File: config.mk
export PLATFORM = sky130hd
export DESIGN_NAME = store_buf
export DESIGN_NICKNAME = d
export VERILOG_FILES = /design/src/rtl/core_pkg.sv /design/src/rtl/sync_fifo.sv /design/src/rtl/store_buf.sv
export SDC_FILE = /design/constraint.sdc
export NUM_CORES = 1
export LEC_CHECK = 0
export BUFFER_PORTS_ARGS = -buffer_cell sky130_fd_sc_hd__buf_2
export CORE_ASPECT_RATIO = 1.5
export CORE_MARGIN = 4
export CORE_UTILIZATION = 40
export CTS_CLUSTER_SIZE = 12
export DETAILED_ROUTE_END_ITERATION = 7
export GPL_TIMING_DRIVEN = 0
export PLACE_DENSITY = 0.54
export SETUP_SLACK_MARGIN = 0.1
export SYNTH_ARGS = -nofsm -noshare
export SYNTH_HDL_FRONTEND = slang
export SYNTH_SLANG_ARGS = --single-unit
File: constraint.sdc
create_clock -name clk -period 3.9 [get_ports clk]
set_clock_uncertainty 0.15 [all_clocks]
set_input_delay 0.39 -clock clk [delete_from_list [all_inputs] [get_ports clk]]
set_output_delay 0.39 -clock clk [all_outputs]
set_load 0.01 [all_outputs]
File: src/rtl/core_pkg.sv
`default_nettype none
// ============================================================================
// Module   : core_pkg
// Brief    : Shared data-bus widths, store-buffer entry layout and bus FSM
//            state encoding.
// Revision : 1.0 - initial release
// ============================================================================
package core_pkg;

    localparam int DBUS_AW = 32;
    localparam int DBUS_DW = 32;

    // One buffered store: byte address, lane-aligned data and byte enables.
    typedef struct packed {
        logic [DBUS_AW-1:0]   addr;
        logic [DBUS_DW-1:0]   data;
        logic [DBUS_DW/8-1:0] strb;
    } sb_entry_t;

    // Bus side state: idle, or holding a request on the bus.
    typedef enum logic [0:0] {
        SB_IDLE = 1'b0,
        SB_REQ  = 1'b1
    } sb_state_e;

endpackage : core_pkg
`default_nettype wire

File: src/rtl/sync_fifo.sv
`default_nettype none
// ============================================================================
// Module   : sync_fifo
// Brief    : Generic DEPTH x WIDTH register FIFO. Exposes the head entry and
//            the entry behind it so a consumer can issue back-to-back.
//            A pop in the same cycle does not make room for that cycle's push.
// Revision : 1.0 - initial release
// ============================================================================
module sync_fifo #(
    parameter int DEPTH = 4,
    parameter int WIDTH = 8
) (
    input  logic                     clk,
    input  logic                     rst,
    input  logic                     push,
    input  logic                     pop,
    input  logic [WIDTH-1:0]         din,
    output logic                     full,
    output logic                     empty,
    output logic [$clog2(DEPTH):0]   count,
    output logic [WIDTH-1:0]         head,
    output logic [WIDTH-1:0]         head_next
);

    localparam int                 c_pw    = $clog2(DEPTH);
    localparam logic [c_pw:0]      c_depth = (c_pw+1)'(DEPTH);

    logic [WIDTH-1:0] r_mem [DEPTH];
    logic [c_pw-1:0]  r_wr_ptr;
    logic [c_pw-1:0]  r_rd_ptr;
    logic [c_pw:0]    r_count;

    logic             w_push;
    logic             w_pop;
    logic [c_pw-1:0]  w_rd_next;

    // Full/empty come from the registered count only, never from this cycle's pop.
    assign full      = (r_count == c_depth);
    assign empty     = (r_count == '0);
    assign count     = r_count;
    assign w_push    = push & ~full;
    assign w_pop     = pop & ~empty;
    assign w_rd_next = r_rd_ptr + 1'b1;
    assign head      = r_mem[r_rd_ptr];
    assign head_next = r_mem[w_rd_next];

    // Storage array; contents are don't-care until written, so no reset.
    always_ff @(posedge clk) begin
        if (w_push) begin
            r_mem[r_wr_ptr] <= din;
        end
    end

    // Pointer and occupancy bookkeeping; pointers wrap on power-of-2 depth.
    always_ff @(posedge clk or posedge rst) begin
        if (rst) begin
            r_wr_ptr <= '0;
            r_rd_ptr <= '0;
            r_count  <= '0;
        end else begin
            if (w_push) begin
                r_wr_ptr <= r_wr_ptr + 1'b1;
            end
            if (w_pop) begin
                r_rd_ptr <= w_rd_next;
            end
            case ({w_push, w_pop})
                2'b10:   r_count <= r_count + 1'b1;
                2'b01:   r_count <= r_count - 1'b1;
                default: r_count <= r_count;
            endcase
        end
    end

endmodule : sync_fifo
`default_nettype wire

File: src/rtl/store_buf.sv
`default_nettype none
// ============================================================================
// Module   : store_buf
// Brief    : Store buffer between writeback and the data bus. Commits stores
//            into a FIFO and drains them in order with a req/ack handshake.
// Revision : 1.0 - initial release
// ============================================================================
module store_buf
    import core_pkg::*;
#(
    parameter int DEPTH = 4,
    parameter int AW    = DBUS_AW,
    parameter int DW    = DBUS_DW
) (
    input  logic            clk,
    input  logic            rst,
    input  logic            wr_dbus_en,
    input  logic [AW-1:0]   st_addr,
    input  logic [DW-1:0]   st_data,
    input  logic [DW/8-1:0] st_strb,
    output logic            st_stall,
    output logic            sb_empty,
    output logic            dbus_req,
    output logic            dbus_we,
    output logic [AW-1:0]   dbus_addr,
    output logic [DW-1:0]   dbus_wdata,
    output logic [DW/8-1:0] dbus_wstrb,
    input  logic            dbus_ack,
    input  logic            dbus_err,
    output logic            st_err
);

    localparam int            c_pw    = $clog2(DEPTH);
    localparam int            c_ew    = $bits(sb_entry_t);
    localparam logic [c_pw:0] c_one   = (c_pw+1)'(1);

    sb_entry_t      w_in_entry;
    sb_entry_t      w_head;
    sb_entry_t      w_head_next;
    logic           w_full;
    logic           w_fifo_empty;
    logic [c_pw:0]  w_count;
    logic           w_pop;

    sb_state_e      r_state;
    logic           r_dbus_req;
    sb_entry_t      r_bus;
    logic           r_st_err;

    assign w_in_entry.addr = st_addr;
    assign w_in_entry.data = st_data;
    assign w_in_entry.strb = st_strb;

    // A handshake completes only while our request is on the bus.
    assign w_pop = r_dbus_req & dbus_ack;

    sync_fifo #(
        .DEPTH (DEPTH),
        .WIDTH (c_ew)
    ) u_fifo (
        .clk       (clk),
        .rst       (rst),
        .push      (wr_dbus_en),
        .pop       (w_pop),
        .din       (w_in_entry),
        .full      (w_full),
        .empty     (w_fifo_empty),
        .count     (w_count),
        .head      (w_head),
        .head_next (w_head_next)
    );

    assign st_stall   = w_full;
    assign sb_empty   = w_fifo_empty & (r_state == SB_IDLE);
    assign dbus_req   = r_dbus_req;
    assign dbus_we    = r_dbus_req;
    assign dbus_addr  = r_bus.addr;
    assign dbus_wdata = r_bus.data;
    assign dbus_wstrb = r_bus.strb;
    assign st_err     = r_st_err;

    // Bus FSM: issue the FIFO head, hold it until ack, chain back-to-back
    // while more entries are already queued at the time of the ack.
    always_ff @(posedge clk or posedge rst) begin
        if (rst) begin
            r_state    <= SB_IDLE;
            r_dbus_req <= 1'b0;
            r_bus      <= '0;
            r_st_err   <= 1'b0;
        end else begin
            r_st_err <= dbus_ack & dbus_err & r_dbus_req;
            case (r_state)
                SB_IDLE: begin
                    if (!w_fifo_empty) begin
                        r_bus      <= w_head;
                        r_dbus_req <= 1'b1;
                        r_state    <= SB_REQ;
                    end
                end
                SB_REQ: begin
                    if (dbus_ack) begin
                        // A push landing this cycle is not counted: it is
                        // issued later from IDLE rather than chained here.
                        if (w_count != c_one) begin
                            r_bus <= w_head_next;
                        end else begin
                            r_dbus_req <= 1'b0;
                            r_state    <= SB_IDLE;
                        end
                    end
                end
                default: begin
                    r_dbus_req <= 1'b0;
                    r_state    <= SB_IDLE;
                end
            endcase
        end
    end

endmodule : store_buf
`default_nettype wire

==> tab_implementation.tex, run 1 <==
\begin{tabular}{lr}
\hline
Metric & Value \\
\hline
\multicolumn{2}{l}{\textbf{Status}} \\
Outcome & completed \\
\multicolumn{2}{l}{\textbf{CTS}} \\
Number of buffers created by CTS & 37 \\
TritonCTS clock tree & yes \\
Clock network latency to the later pin of the worst-skew pair & between 0.5 and 0.6 ns \\
Number of clock sinks & 350 \\
Buffer type at the clock tree root & sky130\_fd\_sc\_hd\_\_clkbuf\_16 \\
Reg clk slew, reported paths & approximately 0.060 ns \\
Depth of the CTS H-tree & 2 \\
Resize count post-CTS & 0 \\
Number of buffers on the longest clock path & 3 \\
\multicolumn{2}{l}{\textbf{STA}} \\
Ratio of final minimum period to clock period & 74.1\% \\
Min setup slack post-route & 1.01 ns \\
Final TNS setup & 0 ns \\
Final min period & between 2 and 3 ns \\
Count of endpoints failing setup in the final report & 0 \\
Unrepaired setup endpoints after global routing & false \\
Worst Max-Slew Pin Slew & 1.01 ns \\
Final Max Slew Viols & 0 \\
Hold Vio Cnt, Final & 0 \\
Max frequency & about 350 MHz \\
Worst rel slew slack & 32.6\% \\
\multicolumn{2}{l}{\textbf{Drt}} \\
Via count of the routed design & approximately 8800 \\
DRT Wirelength & roughly 37000 um \\
Number of iterations in the first detailed-routing pass & 4 \\
Antenna violation net count after detailed routing & 0 \\
Number of DRC markers in iteration 0 & slightly below 400 \\
Detailed-route wire length per cell & 21.4 um \\
Routed vias/inst & $\sim$5.1 \\
DRC viols & 0 \\
\multicolumn{2}{l}{\textbf{Layout}} \\
Final design instance area without fill & between 0.015 and 0.02 mm\^{}2 \\
Core occupancy in the finished layout & about half \\
Fraction of final layout cells with drive strength greater than 1 & between 20\% and 30\% \\
Layout-stage area growth over the synthesis result & 20.0\% \\
Register area & a little over 0.01 mm\^{}2 \\
FILL cells & between 3000 and 4000 \\
Net count, final & $\sim$1300 \\
Footprint of the multi-input gates & 0.00526 mm\^{}2 \\
Number of antenna cells inserted & 0 \\
\multicolumn{2}{l}{\textbf{Global route}} \\
Pin count of the biggest net entering global routing & 52 \\
Initial antenna violation count & 0 \\
Overall routing resource usage & between 15 and 20\% \\
First-pass GRT wire length & roughly 56000 um \\
Overflow left after global routing & 0 \\
Number of global-route vias before repair & 9695 \\
\multicolumn{2}{l}{\textbf{Floorplan}} \\
X dimension of the die & approximately 170 um \\
Row count & 90 \\
Ports placed on the boundary & approximately 150 \\
Die height & 256 um \\
Initial core utilization & around two fifths \\
Die Footprint & 0.0442 mm\^{}2 \\
Core Footprint & 0.0403 mm\^{}2 \\
\multicolumn{2}{l}{\textbf{Logic synthesis}} \\
Most instantiated flip-flop cell in the synthesis netlist & sky130\_fd\_sc\_hd\_\_edfxtp\_1 \\
Proportion of netlist area held by the largest area contributor & approximately 50\% \\
Top cells by area in the synthesized netlist & sky130\_fd\_sc\_hd\_\_edfxtp\_1 50\%, sky130\_fd\_sc\_hd\_\_mux2i\_1 21\%, sky130\_fd\_sc\_hd\_\_dfrtp\_1 12\% \\
Synthesized Nets & approximately 1000 \\
Register bit total from synthesis & 350 \\
Unique masters post-synth & 28 \\
Number of flops mapped to enable cells by yosys & approximately 270 \\
Number of standard cells after synthesis & between 900 and 1000 \\
Yosys Warn Count & 0 \\
Most common cell in the netlist & sky130\_fd\_sc\_hd\_\_mux2i\_1 \\
Mapped Area & roughly 0.016 mm\^{}2 \\
Biggest area consumer among synthesized cells & sky130\_fd\_sc\_hd\_\_edfxtp\_1 \\
Share of the yosys chip area belonging to registers & between 60\% and 70\% \\
Synthesized area per cell & approximately 18 um\^{}2 \\
Most frequent cells after synthesis & 342 x sky130\_fd\_sc\_hd\_\_mux2i\_1, 272 x sky130\_fd\_sc\_hd\_\_edfxtp\_1, 78 x sky130\_fd\_sc\_hd\_\_dfrtp\_1, 75 x sky130\_fd\_sc\_hd\_\_inv\_1, 68 x sky130\_fd\_sc\_hd\_\_mux4\_2 \\
Ys async rst share & between 20\% and 30\% \\
\multicolumn{2}{l}{\textbf{Power and ir drop}} \\
Static leakage & approximately 0.0082 uW \\
Total power per unit cell area & 782 mW/mm\^{}2 \\
Peak ir drop on the vdd network & 0.378 mV \\
Sum of internal, switching and leakage power & about 15000 uW \\
\multicolumn{2}{l}{\textbf{Placed design}} \\
Hpwl dp & around 23000 um \\
Buffers added on ports & 145 \\
Placed inst area & roughly 0.018 mm\^{}2 \\
Worst-case setup slack after placement & 0.905 ns \\
Routability-driven placement congestion ratio & slightly below 0.7 \\
\multicolumn{2}{l}{\textbf{Setup path}} \\
CP Max Fanout & 10 \\
Required time reported for the critical path endpoint & $\sim$4.2 ns \\
Crit path capture type & flop \\
Worst setup SP type & flop \\
Path type of the worst setup path & reg2reg \\
Arrival time at the worst endpoint & between 3 and 4 ns \\
\multicolumn{2}{l}{\textbf{Run}} \\
Max-capacitance violation count & 0 \\
\multicolumn{2}{l}{\textbf{Hold path}} \\
Min-Delay Path Class & in2reg \\
\hline
\end{tabular}
## final timing paths
check / from / end / slack, ns / cells past startpoint
worst max-delay path: u_fifo.count[0]$_DFFE_PP0P_ / dbus_addr[5]$_DFFE_PP0P_ / 1.01 / 7
worst min-delay path: dbus_ack / st_err$_DFF_PP0_ / 0.06 / 2
worst max register to register: u_fifo.count[0]$_DFFE_PP0P_ / dbus_addr[5]$_DFFE_PP0P_ / 1.01 / 7
worst min register to register: dbus_wdata[24]$_DFFE_PP0P_ / dbus_wdata[24]$_DFFE_PP0P_ / 0.36 / 2
max in group asynchronous: rst / dbus_wdata[23]$_DFFE_PP0P_ / 2.66 / 4
min in group asynchronous: rst / dbus_addr[22]$_DFFE_PP0P_ / 0.28 / 3
## report_power, final
group          switching [uW]  total (uW)  internal [uW]  leakage, uW
combinational            3280        6590           3310      0.00427
clock                    1370        3180           1810     0.000520
sequential                451        5560           5110      0.00340
total                    5100       15300          10200      0.00819
## sequential cells by signal, summed over array words and instances (netlist names)
signal	count
dbus_addr	32
dbus_req	1
dbus_wdata	32
dbus_wstrb	4
r_state	1
st_err	1
u_fifo.count	3
u_fifo.r_mem	272
u_fifo.r_rd_ptr	2
u_fifo.r_wr_ptr	2
## stage by stage
stage / std cells / hold slack (ns)
after global placement: 1579 / 0.351
after floorplan: 928 / 0.325
after CTS: 1718 / 0.0254
final: 1718 / 0.0555
after detailed placement: 1584 / 0.275
after global routing: 1718 / 0.0580
## cell families after synthesis
kind of cell / count (synthesis) / share of synthesized area [%]
AO/OA/AOI/OAI: 6 / 0.260
XOR/XNOR: 6 / 0.322
adder cells (fa/ha/maj): 9 / 0.689
buffers and inverters: 131 / 5.95
flip-flops: 350 / 61.9
multiplexers: 410 / 30.3
AND/OR/NAND/NOR: 16 / 0.559
## cell type report
type	instances	area share [%]
flip-flops and latches	350	51.6
multi-input cells	447	26.8
repair buffers	220	7.94
clock buffers	57	5.26
plain buffers	56	3.52
well taps	506	3.23
inverters	75	1.45
clock inverters	7	0.166
## worst max-delay path, cell delays in order (launching register included)
cell	delay (ns)
sky130_fd_sc_hd__dfrtp_1	0.42
sky130_fd_sc_hd__inv_1	0.08
sky130_fd_sc_hd__ha_1	0.26
sky130_fd_sc_hd__mux2i_1	0.15
sky130_fd_sc_hd__a2bb2oi_1	0.81
sky130_fd_sc_hd__buf_4	0.39
sky130_fd_sc_hd__buf_4	0.30
sky130_fd_sc_hd__mux2i_1	0.22
## layer usage
layer	part of all wire, %	track usage, %
met1	40	19.5
met2	54	31.4
met3	3.4	2.54
met4	1.8	4.19
met5	0	0
## timing repair
action	4_1_cts	5_1_grt
hold buffers	70	0
setup buffers	0	0
endpoints found under the hold margin	300	0
## cells in the final DEF (no fill, tap or decap), types with 3 or more instances in the layout
cell type                       count
sky130_fd_sc_hd__clkbuf_8           3
sky130_fd_sc_hd__edfxtp_1         272
sky130_fd_sc_hd__xor2_1             3
sky130_fd_sc_hd__buf_12            24
sky130_fd_sc_hd__mux4_2            68
sky130_fd_sc_hd__and2_4             4
sky130_fd_sc_hd__buf_2            158
sky130_fd_sc_hd__ha_1               9
sky130_fd_sc_hd__dfrtp_1           78
sky130_fd_sc_hd__buf_16             4
sky130_fd_sc_hd__xnor2_1            3
sky130_fd_sc_hd__dlygate4sd3_1     70
sky130_fd_sc_hd__mux2i_1          342
sky130_fd_sc_hd__clkbuf_16         37
sky130_fd_sc_hd__clkinv_2           5
sky130_fd_sc_hd__inv_1             74
sky130_fd_sc_hd__buf_8              5
sky130_fd_sc_hd__buf_4              5
sky130_fd_sc_hd__clkbuf_1          23
No activity file was read; power rests on OpenSTA's default activity.
==> run 2: changes to the inputs <==
ABC_AREA = 1   (was not set)
clock period = 2.7 ns   (was 3.9 ns; I/O delays follow)
==> run 2 against run 1 <==
Clock power increased by 55%; non-clock buffer count increased by 68; wire length rose by 40%; largest power group unchanged; hold slack improved by 0.065 ns; highest routed layer unchanged; global-route usage is 5.6 points higher; sequential cell count stayed put; critical endpoint unchanged; setup slack got worse by 0.80 ns.
==> tab_implementation.tex, run 2 <==
\begin{tabular}{lr}
\hline
Metric & Value \\
\hline
\multicolumn{2}{l}{\textbf{Status}} \\
Outcome & completed \\
\multicolumn{2}{l}{\textbf{STA}} \\
Final Max Slew Viols & 0 \\
Ratio of final minimum period to clock period & between 90\% and 100\% \\
Final min period & roughly 2.5 ns \\
Unrepaired setup endpoints after global routing & false \\
Hold Vio Cnt, Final & 0 \\
Worst rel slew slack & between 50\% and 60\% \\
Final TNS setup & 0 ns \\
Count of endpoints failing setup in the final report & 0 \\
Min setup slack post-route & roughly 0.21 ns \\
Max frequency & 401 MHz \\
Worst hold slack across all endpoints & around 0.12 ns \\
Worst Max-Slew Pin Slew & around 0.73 ns \\
\multicolumn{2}{l}{\textbf{Logic synthesis}} \\
Yosys Warn Count & 0 \\
Number of standard cells after synthesis & between 1500 and 2000 \\
Synthesized Nets & between 2000 and 2500 \\
Register bit total from synthesis & 350 \\
Top cells by area in the synthesized netlist & sky130\_fd\_sc\_hd\_\_edfxtp\_1 48\%, sky130\_fd\_sc\_hd\_\_nand2\_1 17\%, sky130\_fd\_sc\_hd\_\_dfrtp\_1 12\% \\
Most frequent cells after synthesis & 758 x sky130\_fd\_sc\_hd\_\_nand2\_1, 343 x sky130\_fd\_sc\_hd\_\_nand3\_1, 289 x sky130\_fd\_sc\_hd\_\_inv\_1, 272 x sky130\_fd\_sc\_hd\_\_edfxtp\_1, 78 x sky130\_fd\_sc\_hd\_\_dfrtp\_1 \\
Most instantiated flip-flop cell in the synthesis netlist & sky130\_fd\_sc\_hd\_\_edfxtp\_1 \\
Share of the yosys chip area belonging to registers & about 60\% \\
Unique masters post-synth & 17 \\
Biggest area consumer among synthesized cells & sky130\_fd\_sc\_hd\_\_edfxtp\_1 \\
Most common cell in the netlist & sky130\_fd\_sc\_hd\_\_nand2\_1 \\
Synthesized area per cell & roughly 8.6 um\^{}2 \\
Ys async rst share & about 22\% \\
Mapped Area & 0.0169 mm\^{}2 \\
Number of flops mapped to enable cells by yosys & 272 \\
Proportion of netlist area held by the largest area contributor & about half \\
\multicolumn{2}{l}{\textbf{Floorplan}} \\
X dimension of the die & 176 um \\
Initial core utilization & between 40\% and 50\% \\
Row count & just over 90 \\
Ports placed on the boundary & approximately 150 \\
Core Footprint & $\sim$0.041 mm\^{}2 \\
Die Footprint & 0.0456 mm\^{}2 \\
Die height & between 200 and 300 um \\
\multicolumn{2}{l}{\textbf{Layout}} \\
Layout-stage area growth over the synthesis result & 21.6\% \\
Leading cell type in the layout, fill and taps excluded & sky130\_fd\_sc\_hd\_\_nand2\_1 \\
Largest register FFs & between 200 and 300 \\
Most frequent cells in the layout & 757 x sky130\_fd\_sc\_hd\_\_nand2\_1, 343 x sky130\_fd\_sc\_hd\_\_nand3\_1, 288 x sky130\_fd\_sc\_hd\_\_inv\_1, 272 x sky130\_fd\_sc\_hd\_\_edfxtp\_1, 204 x sky130\_fd\_sc\_hd\_\_buf\_2 \\
Largest register by flop count & u\_fifo.r\_mem \\
Net count, final & about 2300 \\
Fraction of final layout cells with drive strength greater than 1 & about an eighth \\
Core occupancy in the finished layout & 49.5\% \\
\multicolumn{2}{l}{\textbf{Setup path}} \\
Path type of the worst setup path & reg2reg \\
Critical path depth & 10 \\
Worst setup SP type & flop \\
CP Max Fanout & 10 \\
Worst-path cell chain & inv\_1 > ha\_1 > nand2\_1 > nand2\_1 > nand2\_1 > inv\_4 > buf\_2 > buf\_2 > nand2\_1 > nand2\_1 \\
Required time reported for the critical path endpoint & about 3.0 ns \\
Top cell by count, worst path & sky130\_fd\_sc\_hd\_\_nand2\_1 \\
Largest stage delay on the critical path & 0.42 ns \\
Worst Reg-to-Reg Cells & 10 \\
Arrival time at the worst endpoint & 2.81 ns \\
Crit path capture type & flop \\
CP max-delay cell & sky130\_fd\_sc\_hd\_\_dfrtp\_1 \\
Critical path buffer and inverter count & 4 \\
Top Family by Delay on Critical Path & buffers and inverters \\
\multicolumn{2}{l}{\textbf{Drt}} \\
Number of DRC markers in iteration 0 & 988 \\
Routed vias/inst & around 5.0 \\
DRC viols & 0 \\
Number of iterations in the first detailed-routing pass & 7 \\
DRT Wirelength & 51200 um \\
Detailed-route wire length per cell & about 18 um \\
Antenna violation net count after detailed routing & 0 \\
Via count of the routed design & around 14000 \\
\multicolumn{2}{l}{\textbf{CTS}} \\
TritonCTS clock tree & yes \\
Number of buffers created by CTS & 37 \\
Number of clock sinks & between 300 and 400 \\
Reg clk slew, reported paths & 0.06 ns \\
Buffer type at the clock tree root & sky130\_fd\_sc\_hd\_\_clkbuf\_16 \\
Clock network latency to the later pin of the worst-skew pair & between 0.5 and 0.6 ns \\
Depth of the CTS H-tree & 2 \\
Number of buffers on the longest clock path & 3 \\
\multicolumn{2}{l}{\textbf{Power and ir drop}} \\
Sum of internal, switching and leakage power & around 24000 uW \\
Static leakage & 0.00970 uW \\
Peak ir drop on the vdd network & between 0.6 and 0.7 mV \\
Total power per unit cell area & 1150 mW/mm\^{}2 \\
\multicolumn{2}{l}{\textbf{Hold path}} \\
Worst hold path cell count & 3 \\
Min-Delay Path Class & in2reg \\
\multicolumn{2}{l}{\textbf{Global route}} \\
Pin count of the biggest net entering global routing & 43 \\
Number of global-route vias before repair & between 10000 and 15000 \\
Overflow left after global routing & 0 \\
Overall routing resource usage & approximately 22\% \\
First-pass GRT wire length & between 70000 and 80000 um \\
Initial antenna violation count & 3 \\
\multicolumn{2}{l}{\textbf{Placed design}} \\
Buffers added on ports & approximately 150 \\
Hpwl dp & 33400 um \\
Worst-case setup slack after placement & -0.0446 ns \\
Routability-driven placement congestion ratio & a little over 0.8 \\
\multicolumn{2}{l}{\textbf{Run}} \\
Max-capacitance violation count & 0 \\
\hline
\end{tabular}
-- run 2: cell count changes after synthesis, sizes merged, moves of 2 or more --
cell    change
mux2i     -342
nor2       +10
nand3     +342
a21oi      +70
nand2b      -2
and2        -5
nand2     +756
clkbuf     +30
and3        -2
buf        +25
inv       +218
mux4       -68
-- run 2: power breakdown --
part / total, uW / internal, uW / switching (uW)
combinational: 10700 / 3340 / 7330
sequential: 8020 / 7360 / 665
clock: 4930 / 2850 / 2080
-- run 2: layout make-up --
class / instances / area, um^2
Buffer: 111 / 513
Inverter: 293 / 1100
Fill cell: 4001 / 20900
Sequential cell: 350 / 10100
Multi-Input combinational cell: 1201 / 5170
Clock inverter: 8 / 67.6
Timing Repair Buffer: 233 / 1740
Clock buffer: 60 / 1080
Tap cell: 558 / 698
Antenna cell: 3 / 7.51
-- run 2: through the flow --
| step | std cells | area (um^2) |
|---|---|---|
| 2_1_floorplan | 1954 | 16900 |
| 3_3_place_gp | 2657 | 18300 |
| 3_5_place_dp | 2669 | 18600 |
| 4_1_cts | 2813 | 20500 |
| 5_1_grt | 2817 | 20500 |
| 6_report | 2817 | 20500 |
-- run 2: cell families (layout without fill, tap and decap cells) --
logic type | Yosys count | after routing | synth area share, %
xor+xnor | 5 | 5 | 0.260
other cells | 0 | 3 | 0
buf+inv | 404 | 705 | 9.56
compound gates | 73 | 73 | 2.17
simple gates | 1113 | 1114 | 27.4
fa+ha+maj | 9 | 9 | 0.668
flops | 350 | 350 | 60.0
-- run 2: final timing paths --
kind	startpoint	end	slack, ns
max	u_fifo.count[0]$_DFFE_PP0P_	dbus_addr[5]$_DFFE_PP0P_	0.21
min	wr_dbus_en	u_fifo.r_wr_ptr[0]$_DFFE_PP0P_	0.12
max reg2reg	u_fifo.count[0]$_DFFE_PP0P_	dbus_addr[5]$_DFFE_PP0P_	0.21
min reg2reg	dbus_wstrb[1]$_DFFE_PP0P_	dbus_wstrb[1]$_DFFE_PP0P_	0.32
max in group asynchronous	rst	dbus_addr[10]$_DFFE_PP0P_	1.56
min in group asynchronous	rst	dbus_wstrb[3]$_DFFE_PP0P_	0.18
-- run 2: repair_timing --
action,CTS,global route
endpoints found under the setup margin,91,60
setup buffers,4,0
hold buffers,72,0
cloned,0,1
endpoints found under the hold margin,312,0
pin swaps,1,1
gates resized for setup,1,1
-- run 2: layer usage --
layer / GRT usage [%] / wire (um) / share of wire (%)
met1: 26.9 / 20600 / 40
met2: 39.7 / 26000 / 51
met3: 2.90 / 2830 / 5.5
met4: 8.65 / 1720 / 3.4
met5: 0 / 0 / 0
-- run 2: worst min-delay path, cell delays in order --
cell and delay, ns:
sky130_fd_sc_hd__buf_2 0.10, sky130_fd_sc_hd__nand2_2 0.28, sky130_fd_sc_hd__xor2_1 0.11
